### config.mk
export PLATFORM = sky130hd
export DESIGN_NAME = shift_sequencer
export DESIGN_NICKNAME = d
export VERILOG_FILES = /design/src/rtl/shift_sequencer.sv
export SDC_FILE = /design/constraint.sdc
export NUM_CORES = 1
export LEC_CHECK = 0
export CORE_UTILIZATION = 35
export CTS_CLUSTER_DIAMETER = 200
export CTS_CLUSTER_SIZE = 28
export DETAILED_ROUTE_END_ITERATION = 16
export HOLD_SLACK_MARGIN = 0.02
export MAX_ROUTING_LAYER = met4
export PLACE_DENSITY_LB_ADDON = 0.12
export SLEW_MARGIN = 5
export SYNTH_ARGS = -nofsm -noshare
export SYNTH_HDL_FRONTEND = slang
export SYNTH_SLANG_ARGS = --single-unit
### constraint.sdc
create_clock -name clk -period 7.8 [get_ports clk]
set_input_delay 1.95 -clock clk [delete_from_list [all_inputs] [get_ports clk]]
set_output_delay 1.95 -clock clk [all_outputs]
set_load 0.1 [all_outputs]
### src/rtl/shift_sequencer.sv
// shift_sequencer: multi-cycle rotate/shift unit, one bit position per clock.
// A request is latched in IDLE, stepped in SHIFT, and its result is published
// to R/flags on the transition into DONE, where out_valid strobes for one cycle.
module shift_sequencer #(
  parameter int COUNT_BITS = 5
) (
  input  logic        clk,
  input  logic        reset_n,
  input  logic        in_valid,
  output logic        in_ready,
  input  logic [4:0]  alu_op,
  input  logic        size,
  input  logic [15:0] A,
  input  logic [15:0] B,
  input  logic [5:0]  flags_in,
  input  logic        flush,
  output logic        out_valid,
  output logic [15:0] R,
  output logic [5:0]  flags
);

  localparam logic [4:0] OP_ROL  = 5'd6;
  localparam logic [4:0] OP_ROR  = 5'd7;
  localparam logic [4:0] OP_ROLC = 5'd8;
  localparam logic [4:0] OP_RORC = 5'd9;
  localparam logic [4:0] OP_SHL  = 5'd10;
  localparam logic [4:0] OP_SHR  = 5'd11;
  localparam logic [4:0] OP_SHRA = 5'd12;
  localparam logic [4:0] OP_SHLA = 5'd13;

  // flag bit positions
  localparam int F_AC = 0;
  localparam int F_CY = 1;
  localparam int F_V  = 2;
  localparam int F_P  = 3;
  localparam int F_S  = 4;
  localparam int F_Z  = 5;

  typedef enum logic [1:0] {
    S_IDLE  = 2'd0,
    S_SHIFT = 2'd1,
    S_DONE  = 2'd2
  } state_t;

  // Latched request; only the flag bits that pass through are kept, CY lives
  // in the working carry register.
  typedef struct packed {
    logic [4:0] op;
    logic       size;
    logic       ac;
    logic       p;
    logic       s;
    logic       z;
  } req_t;

  state_t                r_state, w_next;
  req_t                  r_req;
  logic [15:0]           r_work;
  logic                  r_cy;
  logic [COUNT_BITS-1:0] r_cnt;
  logic [15:0]           r_R;
  logic [5:0]            r_flags;

  logic                  w_op_ok;
  logic [COUNT_BITS-1:0] w_cnt_in;
  logic                  w_last;
  logic                  w_msb;
  logic                  w_lsb;
  logic                  w_left;
  logic                  w_in_bit;
  logic                  w_step_cy;
  logic [15:0]           w_step_val;
  logic [5:0]            w_res_flags;
  logic                  w_unused_b;

  // Upper count-source bits are deliberately ignored (count is masked).
  assign w_unused_b = ^B[15:COUNT_BITS];

  // Unsupported opcodes complete like a zero-count request.
  assign w_op_ok  = (alu_op >= OP_ROL) && (alu_op <= OP_SHLA);
  assign w_cnt_in = w_op_ok ? B[COUNT_BITS-1:0] : '0;
  assign w_last   = (r_cnt == COUNT_BITS'(1));

  assign R     = r_R;
  assign flags = r_flags;

  // State register
  always_ff @(posedge clk or negedge reset_n) begin
    if (!reset_n) r_state <= S_IDLE;
    else          r_state <= w_next;
  end

  // Next-state and handshake outputs; flush wins over everything
  always_comb begin
    w_next    = r_state;
    in_ready  = (r_state == S_IDLE);
    out_valid = (r_state == S_DONE);
    if (flush) begin
      w_next = S_IDLE;
    end else begin
      case (r_state)
        S_IDLE:  if (in_valid) w_next = (w_cnt_in != '0) ? S_SHIFT : S_DONE;
        S_SHIFT: if (w_last)   w_next = S_DONE;
        S_DONE:  w_next = S_IDLE;
        default: w_next = S_IDLE;
      endcase
    end
  end

  // One-bit step: pick direction, incoming bit and new carry per opcode
  always_comb begin
    w_msb     = r_req.size ? r_work[15] : r_work[7];
    w_lsb     = r_work[0];
    w_left    = 1'b1;
    w_in_bit  = 1'b0;
    w_step_cy = r_cy;
    case (r_req.op)
      OP_ROL:  begin w_left = 1'b1; w_in_bit = w_msb; w_step_cy = w_msb; end
      OP_ROR:  begin w_left = 1'b0; w_in_bit = w_lsb; w_step_cy = w_lsb; end
      OP_ROLC: begin w_left = 1'b1; w_in_bit = r_cy;  w_step_cy = w_msb; end
      OP_RORC: begin w_left = 1'b0; w_in_bit = r_cy;  w_step_cy = w_lsb; end
      OP_SHL,
      OP_SHLA: begin w_left = 1'b1; w_in_bit = 1'b0;  w_step_cy = w_msb; end
      OP_SHR:  begin w_left = 1'b0; w_in_bit = 1'b0;  w_step_cy = w_lsb; end
      OP_SHRA: begin w_left = 1'b0; w_in_bit = w_msb; w_step_cy = w_lsb; end
      default: begin w_left = 1'b1; w_in_bit = 1'b0;  w_step_cy = r_cy;  end
    endcase
    // byte mode leaves the upper byte untouched
    if (w_left) begin
      w_step_val = r_req.size ? {r_work[14:0], w_in_bit}
                              : {r_work[15:8], r_work[6:0], w_in_bit};
    end else begin
      w_step_val = r_req.size ? {w_in_bit, r_work[15:1]}
                              : {r_work[15:8], w_in_bit, r_work[7:1]};
    end
  end

  // Result flags derived from the value produced by the final step
  always_comb begin
    logic msb, msb1, zero, par, is_shift;
    msb      = r_req.size ? w_step_val[15] : w_step_val[7];
    msb1     = r_req.size ? w_step_val[14] : w_step_val[6];
    zero     = r_req.size ? (w_step_val == 16'h0000) : (w_step_val[7:0] == 8'h00);
    par      = ~^w_step_val[7:0];
    is_shift = (r_req.op == OP_SHL) || (r_req.op == OP_SHR) ||
               (r_req.op == OP_SHRA) || (r_req.op == OP_SHLA);
    w_res_flags       = '0;
    w_res_flags[F_AC] = r_req.ac;
    w_res_flags[F_CY] = w_step_cy;
    case (r_req.op)
      OP_ROL, OP_ROLC, OP_SHL, OP_SHLA: w_res_flags[F_V] = msb ^ w_step_cy;
      OP_ROR, OP_RORC, OP_SHR:          w_res_flags[F_V] = msb ^ msb1;
      default:                          w_res_flags[F_V] = 1'b0;
    endcase
    if (is_shift) begin
      w_res_flags[F_S] = msb;
      w_res_flags[F_Z] = zero;
      w_res_flags[F_P] = par;
    end else begin
      w_res_flags[F_S] = r_req.s;
      w_res_flags[F_Z] = r_req.z;
      w_res_flags[F_P] = r_req.p;
    end
  end

  // Datapath: latch on accept, step in SHIFT, publish result entering DONE
  always_ff @(posedge clk or negedge reset_n) begin
    if (!reset_n) begin
      r_req   <= '0;
      r_work  <= '0;
      r_cy    <= 1'b0;
      r_cnt   <= '0;
      r_R     <= '0;
      r_flags <= '0;
    end else if (!flush) begin
      if (r_state == S_IDLE && in_valid) begin
        r_req  <= '{op: alu_op, size: size, ac: flags_in[F_AC], p: flags_in[F_P],
                    s: flags_in[F_S], z: flags_in[F_Z]};
        r_work <= A;
        r_cy   <= flags_in[F_CY];
        r_cnt  <= w_cnt_in;
        if (w_cnt_in == '0) begin
          r_R     <= A;
          r_flags <= flags_in;
        end
      end else if (r_state == S_SHIFT) begin
        r_work <= w_step_val;
        r_cy   <= w_step_cy;
        r_cnt  <= r_cnt - COUNT_BITS'(1);
        if (w_last) begin
          r_R     <= w_step_val;
          r_flags <= w_res_flags;
        end
      end
    end
  end

endmodule
Word level (Yosys, flattened, before mapping)
Index checks and enable logic that the tools add are counted.
{"block": "word_totals", "mem_bits_rw": 0, "elab_cells": 85, "latch_bits": 0, "input_bits": 48, "rom_bits": 0, "n_memories": 0, "out_inout_bits": 24, "reg_bits": 56}
{"block": "op_classes", "magnitude_cmp": 2, "bitwise_logic": 3, "n_div": 0, "add_sub_neg": 1, "muxes": 31, "n_shift": 0, "eq_ne": 14, "n_reduce_logical": 22, "mul": 0}
{"op": "$mux W16", "n": 9}
{"op": "$eq A5 B4 Y1 const B", "n": 6}
{"op": "$mux W6", "n": 4}
{"op": "$logic_not A16 Y1", "n": 1}
{"op": "$mux W5", "n": 3}
{"op": "$eq A5 B3 Y1 const B", "n": 2}
{"op": "$logic_not A8 Y1", "n": 1}
{"op": "$mux W2", "n": 4}
{"op": "$reduce_or A4 Y1", "n": 2}
{"op": "$reduce_xnor A8 Y1", "n": 1}
{"op": "$mux W1", "n": 6}
{"op": "$reduce_and A2 Y1", "n": 3}
{"op": "$eq A5 B1 Y1 const B", "n": 1}
{"op": "$ge A5 B3 Y1 const B", "n": 1}
{"op": "$le A5 B4 Y1 const B", "n": 1}
{"op": "$logic_not A5 Y1", "n": 1}
{"op": "$reduce_bool A5 Y1", "n": 1}
{"op": "$sub A5 B1 Y5 const B", "n": 1}
{"op": "$pmux W1 S2", "n": 2}
{"op": "$pmux W2 S2", "n": 1}
{"op": "$reduce_and A4 Y1", "n": 1}
{"op": "$reduce_bool A2 Y1", "n": 2}
{"op": "$reduce_or A2 Y1", "n": 2}
{"op": "$logic_or A1 B1 Y1", "n": 3}
{"op": "12 further kinds", "n": 14}

Longest topological paths before layout
Gate-level depths: netlist of the first run.
{"block": "logic_depth", "depth_word": 11, "ltp_mapped": 13}

Least setup slack after synthesis of the first run
Ideal clock, no wire load.
{"block": "synth_timing", "path_kind": "reg-to-output", "start": "reg r_state[0]", "end": "out out_valid", "n_path_buf": 0, "required_ns": 5.850, "t_arrival_ns": 1.755, "stages_incl_launch_ff": 2, "setup_slack_ns": 4.095, "cell_sequence": "dfrtp_1 > nor2b_1"}
{"block": "synth_between", "elab_chain_len": 1}
{"item": "from (decl)", "line": "56", "source": "state_t r_state, w_next;"}
{"item": "from (signal assigned)", "line": "90", "source": "else r_state <= w_next;"}
{"item": "$eq A2 B2 Y1", "line": "97", "source": "out_valid = (r_state == S_DONE);"}
{"item": "to (decl)", "line": "17", "source": "output logic out_valid,"}
No other way between the ends.

Worst setup path in the final report of the first run
{"block": "layout_timing", "start": "in in_valid", "end": "reg r_R[1] (netlist: R[1])"}
{"block": "layout_between", "elab_chain_len": 3}
{"item": "from (decl)", "line": "9", "source": "input logic in_valid,"}
{"item": "$logic_and A1 B1 Y1 *", "line": "176", "source": "if (r_state == S_IDLE && in_valid) begin"}
{"item": "$ne A2 B1 Y1 (no source line) or $reduce_bool A2 Y1 (tied branches)"}
{"item": "$reduce_and A4 Y1 (no source line)"}
{"item": "to (signal assigned)", "line": "191", "source": "r_R <= w_step_val;"}
{"item": "to (decl)", "line": "61", "source": "logic [15:0] r_R;"}
Mark *: on every way between the ends. The rest lies on a longest branch, timed or not.
A chain may end at the register's enable or synchronous reset.

==> out/results.tsv, run 1 <==
metric	value	unit
status	finished clean	
Worst Hold Launch	r_state[1]	
Die Ht	99.4	µm
aggregate routed wire length	7920	µm
syn_nets	407	
CTS max path bufs	2	
worst-skew pair later-pin latency	0.31	ns
EDFF count, synth	0	
GR Util All Layers	0.174	
Tmin final	4.33	ns
initial antenna violation count	0	
Clk pin slew, worst setup/hold paths	0.10	ns
Cells after Synth	353	
Cell variety after synth	57	
RSZ-0062 raised after global routing	false	
# setup viols final	0	
CP endpoint kind	flip-flop	
width of the die	99.4	µm
reg2reg start	r_req[7]	
CP Launch Type	input pin	
Initial Util	0.360	
final core occ	0.441	
diode count	0	
max cap viols	0	
most frequent cells in the layout	clkdlybuf4s50_1, dfrtp_1, nand2_1	
Post-DRT Antenna Nets	0	
Worst Hold Class	reg -> reg	
Cell Pwr Density	369	nW/µm²
Crit Path Class	in -> reg	
Final period util	0.555	
post-synthesis cell area	3320	µm²
Seq/Total Area, Yosys	0.422	
leakage	1.66	nW
via count	2728	
asr flop ratio synth	1.00	
worst path cell trace	clkdlybuf4s50_1 > nand2_1 > nor2_1 > a21oi_2 > inv_2 > mux2_2	
Rows	35	
setup TNS	0	ns
CORE AREA	9240	µm²
vias in the first global route	2607	
Resized cells post-CTS	0	
Pins Over Slew Limit	0	
Max-slew headroom	0.330	
grt total ovfl	0	
first-pass GRT wire length	13300	µm
Area contributors post-synth	dfrtp_1, mux2_2, nand2_1	
postcts setup bufs	0	
Pre-antenna DRT Iters	4	
slowest cell delay on critical path	0.61	ns
drt drc	0	
hold_buf cts	0	
drt via density	5.15	
nets@finish	454	
Iteration-0 DRC Markers	161	
Worst EP arrival	4.52	ns
top cell type's share of synthesized area	0.422	
clk sinks	56	
dominant synthesized flop cell	dfrtp_1	
CTS tree	yes	
crit path max fanout	31	
Yosys top cell by area	dfrtp_1	
most common cell after layout, fill and taps aside	clkdlybuf4s50_1	
layout cells sized above 1	0.130	
# IOs	72	
CTS Buf Count	5	
Synth Warn #	0	
final hold violations	0	
CTS root buffer	clkbuf_8	
peak supply drop	0.208	mV
area growth from synthesis to layout	22.6	%
fmax	0.231	GHz
Slowest cell on crit path	nand2_1	
crit path from	in_valid	
Fin Clk Skew	0.00716	ns
Slew @ Worst Pin	1.00	ns
DR WL/cell	14.9	µm
#FFs+latches synth	56	
htree depth	2	
Critical Path RT	8.00	ns
GP Congestion	0.843	
die area	9890	µm²
post-DP HPWL	5330	µm
largest net degree at the start of global routing	57	
Avg Cell Area, Syn	9.41	µm²
PortBufs	60	
where the power goes:
part           internal [W]  switching, W  leakage [nW]
clock             0.0000956     0.0000978        0.0552
combinational      0.000268      0.000563         0.934
sequential         0.000386     0.0000944         0.675
total              0.000749      0.000755          1.66
layout make-up:
| cell class | count | area (µm²) |
|---|---|---|
| fillers | 924 | 5170 |
| multi-input cells | 261 | 1730 |
| flip-flops and latches | 56 | 1400 |
| repair buffers | 65 | 633 |
| well taps | 129 | 161 |
| clock buffers | 6 | 72.6 |
| inverters | 11 | 41.3 |
| clock inverters | 2 | 35.0 |
kinds of logic after synthesis:
family / after synthesis / synth area share
AND/OR/NAND/NOR: 117 / 0.171
AO/OA/AOI/OAI: 90 / 0.169
flip-flops: 56 / 0.422
multiplexers: 44 / 0.148
buffers and inverters: 36 / 0.0580
adder cells (fa/ha/maj): 6 / 0.0226
XOR/XNOR: 4 / 0.0105
final timing paths:
check / endpoint / slack (ns) / depth (start not counted)
max: R[1] / 3.47 / 6
min reg2reg: r_state[0] / 0.50 / 1
max reg2reg: flags[3] / 4.77 / 9
min: r_state[0] / 0.50 / 1
min in group asynchronous: R[9] / 1.78 / 2
max in group asynchronous: flags[3] / 5.55 / 2
per-layer routing:
layer | up-vias | track usage | wire (µm)
li1 | 1348 | - | -
met1 | 1322 | 0.253 | 4120
met2 | 56 | 0.256 | 3500
met3 | 2 | 0.0267 | 271
met4 | 0 | 0.0339 | 28
met5 | - | - | 0
synth_stat cells (5+ instances only):
cell and number:
dfrtp_1 56, nand2_1 51, a21oi_1 31, mux2_2 29, nor2_1 27, o21ai_0 18
a31oi_1 13, mux2i_1 11, inv_1 10, clkbuf_1 9, ha_1 6, nor3_1 6
buf_6 5, o21ai_1 5
state kept, by name, summed over array words and instances (netlist names):
name	cells
R	16
flags	6
r_cnt	5
r_cy	1
r_req	10
r_state	2
r_work	16
worst max-delay path, delay by kind of cell:
| kind | cells | cell delay (ns) |
|---|---|---|
| buffers and inverters | 2 | 1.01 |
| and+or+nand+nor | 2 | 1.00 |
| AOI/OAI and AO/OA | 1 | 0.14 |
| muxes | 1 | 0.40 |
stage by stage:
stage               area (µm²)  power [W]  setup slack, ns  hold slack [ns]  std cells
floorplan                 3320    0.00113             4.10            0.446        353
global placement          3970    0.00131             3.12            0.477        522
detailed placement        3970    0.00132             3.11            0.486        522
CTS                       4070    0.00152             3.44            0.500        530
global route              4070    0.00160             3.18            0.532        530
finish                    4070    0.00150             3.47            0.501        530
(Power assumes the default switching activity.)
==> inputs of run 2 (changes only) <==
==> constraint.sdc (replaced) <==
create_clock -name clk -period 4 [get_ports clk]
set_input_delay 1 -clock clk [delete_from_list [all_inputs] [get_ports clk]]
set_output_delay 1 -clock clk [all_outputs]
set_load 0.1 [all_outputs]
==> run 2 against run 1 <==
Compared with the run above:
- via count up 0.84%
- critical path depth rose by 1
- sequential power grew 95%
- total power grew 92%
- critical endpoint is now R[6]
- sequential share of layout area hardly changed
- clock power increased by 68%
- worst setup slack worse by 2.6 ns
- largest power group unchanged
- utilization is 0.054 points higher
- register-to-register slack got worse by 3.8 ns
- routed wire length rose by 1.7%
- die area unchanged
- non-clock buffer count rose by 3
- critical path type unchanged
==> out/results.tsv, run 2 (synthesis gave the netlist of run 1 again) <==
metric	value	unit
most common cell after layout, fill and taps aside	clkdlybuf4s50_1	
Cell Pwr Density	707	nW/µm²
CTS max path bufs	2	
max cap viols	0	
die area	9890	µm²
postcts setup bufs	0	
Clk network pwr share	0.112	
Initial Util	0.360	
peak supply drop	0.527	mV
crit path max fanout	21	
Pins Over Slew Limit	0	
DR WL/cell	15.1	µm
grt total ovfl	0	
Fill cells	935	
RSZ-0062 raised after global routing	false	
layout cells sized above 1	0.141	
setup TNS	0	ns
Die Ht	99.4	µm
Seq pwr share	0.324	
Crit Path Class	in -> reg	
Critical Path RT	4.21	ns
Tmin final	3.13	ns
Iteration-0 DRC Markers	170	
CTS Buf Count	5	
leakage	1.68	nW
drt via density	5.16	
combinational fraction of design power	0.564	
Worst EP arrival	3.34	ns
worst-skew pair later-pin latency	0.31	ns
hold_buf cts	0	
CP endpoint kind	flip-flop	
Fin Clk Skew	0.00837	ns
worst reg2reg setup slack	0.98	ns
CORE AREA	9240	µm²
total power	0.00289	W
htree depth	2	
drt drc	0	
Worst Hold Class	reg -> reg	
PortBufs	60	
area growth from synthesis to layout	22.7	%
CTS tree	yes	
Post-DRT Antenna Nets	0	
nets@finish	457	
initial antenna violation count	0	
vias in the first global route	2591	
CTS root buffer	clkbuf_8	
switching power	0.00147	W
fmax	0.320	GHz
CP Launch Type	input pin	
largest net degree at the start of global routing	44	
post-DP HPWL	5580	µm
via count	2751	
final hold violations	0	
status	finished clean	
# setup viols final	0	
most frequent cells in the layout	clkdlybuf4s50_1, dfrtp_1, nand2_1	
Sw Share	0.509	
width of the die	99.4	µm
Rows	35	
Max-slew headroom	0.331	
Clk pin slew, worst setup/hold paths	0.10	ns
# IOs	72	
GR Util All Layers	0.176	
Internal	0.00142	W
Final period util	0.782	
Pre-antenna DRT Iters	5	
diode count	0	
Resized cells post-CTS	0	
clk sinks	56	
aggregate routed wire length	8060	µm
first-pass GRT wire length	13400	µm
GP Congestion	0.847	
Slew @ Worst Pin	1.00	ns
run 2: worst max-delay path, cell delays in order:
cell and delay, ns:
clkdlybuf4s50_1 0.44, or4_1 0.54, o21ai_1 0.24, a21oi_2 0.14, inv_2 0.34, buf_4 0.27, mux2_2 0.35
run 2: final cells by class:
cell class,instances,area (µm²),area share
Timing Repair Buffer,68,653,0.160
Clock inverter,2,10.0,0.00245
Sequential cell,56,1400,0.344
Tap cell,129,161,0.0396
Multi-Input combinational cell,261,1730,0.424
Inverter,11,41.3,0.0101
Clock buffer,6,82.6,0.0202
run 2: stage by stage:
step	utilization	instance area (µm²)	worst slack (ns)	hold WS [ns]	std cells
after CTS	0.441	4080	0.883	0.497	533
after floorplan	-	3320	0.952	0.446	353
after global routing	0.441	4080	0.734	0.511	533
final	0.441	4080	0.870	0.496	533
after detailed placement	0.431	3990	0.541	0.481	525
after global placement	0.431	3990	0.540	0.479	525
run 2: metal layers:
metal | GRT usage | vias to the layer above | routed length, µm
met3 | 0.0281 | 5 | 309
met1 | 0.252 | 1312 | 4160
li1 | - | 1356 | -
met5 | - | - | 0
met4 | 0.0396 | 0 | 52
met2 | 0.261 | 78 | 3530
run 2: worst paths after layout:
check                      startpoint          to  cells past startpoint
max                              B[1]        R[6]                      7
min                        r_state[1]  r_state[0]                      1
max reg2reg                  r_req[7]    flags[3]                      9
min reg2reg                r_state[1]  r_state[0]                      1
max in group asynchronous     reset_n  r_state[1]                      2
min in group asynchronous     reset_n        R[9]                      1
run 2: power groups by stage:
stage,sequential (W),clock [W],combinational [W]
6_report,0.000934,0.000324,0.00163
5_1_grt,0.000963,0.000369,0.00174
4_1_cts,0.000934,0.000346,0.00164
3_5_place_dp,0.000944,0,0.00164
3_3_place_gp,0.000942,0,0.00162
2_1_floorplan,0.00156,0,0.000638
==> inputs of run 3 (changes only) <==
==> constraint.sdc (replaced) <==
create_clock -name clk -period 3.3 [get_ports clk]
set_input_delay 0.825 -clock clk [delete_from_list [all_inputs] [get_ports clk]]
set_output_delay 0.825 -clock clk [all_outputs]
set_load 0.1 [all_outputs]
==> run 3 against run 2 <==
Compared with the run above:
- register-to-register slack got worse by 0.54 ns
- non-clock buffer count is 7 higher
- clock skew grew 0.0028 ns
- count of clock-buffer cells in the layout grew 1
- utilization is 0.23 points higher
- routed wire length grew 0.21%
- worst hold slack got worse by 0.013 ns
- sequential cell count unchanged
==> out/results.tsv, run 3 (synthesis gave the netlist of run 1 again) <==
metric	value	unit
status	finished clean	
Die Ht	99.4	µm
drt drc	0	
die area	9890	µm²
PortBufs	60	
Reg2Reg Depth	9	
Seq pwr share	0.322	
reg2reg start	r_req[7]	
Internal	0.00170	W
diode count	0	
Crit Path Class	reg -> reg	
combinational fraction of design power	0.566	
Resized cells post-CTS	0	
Fill cells	953	
Slew @ Worst Pin	0.683	ns
clk sinks	56	
largest net degree at the start of global routing	30	
crit path max fanout	15	
GR Util All Layers	0.176	
max cap viols	0	
leakage	1.73	nW
Iteration-0 DRC Markers	145	
DR WL/cell	15.0	µm
CTS Buf Count	5	
vias in the first global route	2612	
most frequent cells in the layout	dfrtp_1, nand2_1, buf_4	
final hold violations	0	
Critical Path RT	3.50	ns
layout cells sized above 1	0.209	
Slowest cell on crit path	dfrtp_1	
hold_buf cts	0	
via count	2752	
drt via density	5.10	
Tmin final	2.86	ns
Worst EP arrival	3.06	ns
CORE AREA	9240	µm²
register area	1400	µm²
CTS root buffer	clkbuf_8	
Cell Pwr Density	850	nW/µm²
Placement Cell Area	4010	µm²
nets@finish	464	
fmax	0.350	GHz
Max-slew headroom	0.545	
most common cell after layout, fill and taps aside	dfrtp_1	
slowest cell delay on critical path	0.61	ns
setup TNS	0	ns
aggregate routed wire length	8080	µm
CTS max path bufs	2	
Multi-input gate area	1730	µm²
Sw Share	0.512	
area growth from synthesis to layout	23.4	%
Worst Hold Launch	r_state[1]	
peak supply drop	0.513	mV
worst path cell trace	nand4b_1 > a31oi_4 > mux2i_1 > ha_1 > xnor2_1 > xnor2_1 > mux2i_1 > o21ai_0 > mux2_2	
CTS tree	yes	
Rows	35	
Final period util	0.865	
Clk network pwr share	0.112	
final instance area	4100	µm²
Initial Util	0.360	
# setup viols final	0	
switching power	0.00178	W
Worst Hold Class	reg -> reg	
# IOs	72	
Post-DRT Antenna Nets	0	
postcts setup bufs	0	
width of the die	99.4	µm
initial antenna violation count	0	
first-pass GRT wire length	13300	µm
worst hold path stage count	1	
Fin Clk Skew	0.0112	ns
Pre-antenna DRT Iters	4	
grt total ovfl	0	
GP Congestion	0.814	
crit path from	r_req[7]	
worst-skew pair later-pin latency	0.31	ns
final core occ	0.444	
Clk pin slew, worst setup/hold paths	0.10	ns
CP Launch Type	flip-flop	
CP endpoint kind	flip-flop	
post-DP HPWL	5820	µm
RSZ-0062 raised after global routing	false	
total power	0.00348	W
htree depth	2	
Pins Over Slew Limit	0	
==> run 3: cell count changes in the layout (fill, tap and decap cells not counted) <==
cell             change
buf_4               +28
clkinvlp_4           +1
clkdlybuf4s50_1     -23
clkinv_2             -2
buf_12               +2
clkbuf_1             +1
==> run 3: per-stage QoR <==
step                hold slack (ns)  std cells  setup WS [ns]
floorplan                     0.446        353          0.252
global placement              0.475        532          0.308
detailed placement            0.473        532          0.296
CTS                           0.486        540          0.418
global route                  0.519        540          0.215
finish                        0.483        540          0.444
==> run 3: area by class of cell <==
type	count	area share
tap	129	0.0394
sequential	56	0.342
clock buffer	7	0.0211
multi-input combinational	261	0.422
clock inverter	1	0.00183
timing repair buffer	75	0.164
inverter	11	0.0101
==> run 3: metal layers <==
| layer | global-route usage | part of all wire | vias to the layer above |
|---|---|---|---|
| met1 | 0.250 | 0.51 | 1297 |
| met4 | 0.0486 | 0.010 | 0 |
| met5 | - | 0 | - |
| met3 | 0.0253 | 0.041 | 9 |
| li1 | - | - | 1375 |
| met2 | 0.263 | 0.44 | 71 |
==> run 3: worst max-delay path, delay by kind of cell, from the launching register on <==
kind / cells / cell delay [ns]
AO/OA/AOI/OAI: 2 / 0.62
flip-flops: 1 / 0.61
XOR/XNOR: 2 / 0.26
multiplexers: 3 / 0.73
AND/OR/NAND/NOR: 1 / 0.23
adder cells (fa/ha/maj): 1 / 0.29
==> run 3: power by group through the flow <==
stage | clock (W) | combinational, W | sequential, W
finish | 0.000392 | 0.00197 | 0.00112
global placement | 0 | 0.00197 | 0.00113
detailed placement | 0 | 0.00198 | 0.00113
floorplan | 0 | 0.000773 | 0.00189
CTS | 0.000411 | 0.00199 | 0.00112
global route | 0.000437 | 0.00211 | 0.00116
==> run 3: path summary, 6_finish.rpt <==
kind | end | slack, ns
min in group asynchronous | R[9] | 0.54
max reg2reg | flags[3] | 0.44
max | flags[3] | 0.44
min | r_state[0] | 0.48
min reg2reg | r_state[0] | 0.48
max in group asynchronous | r_req[0] | 2.15
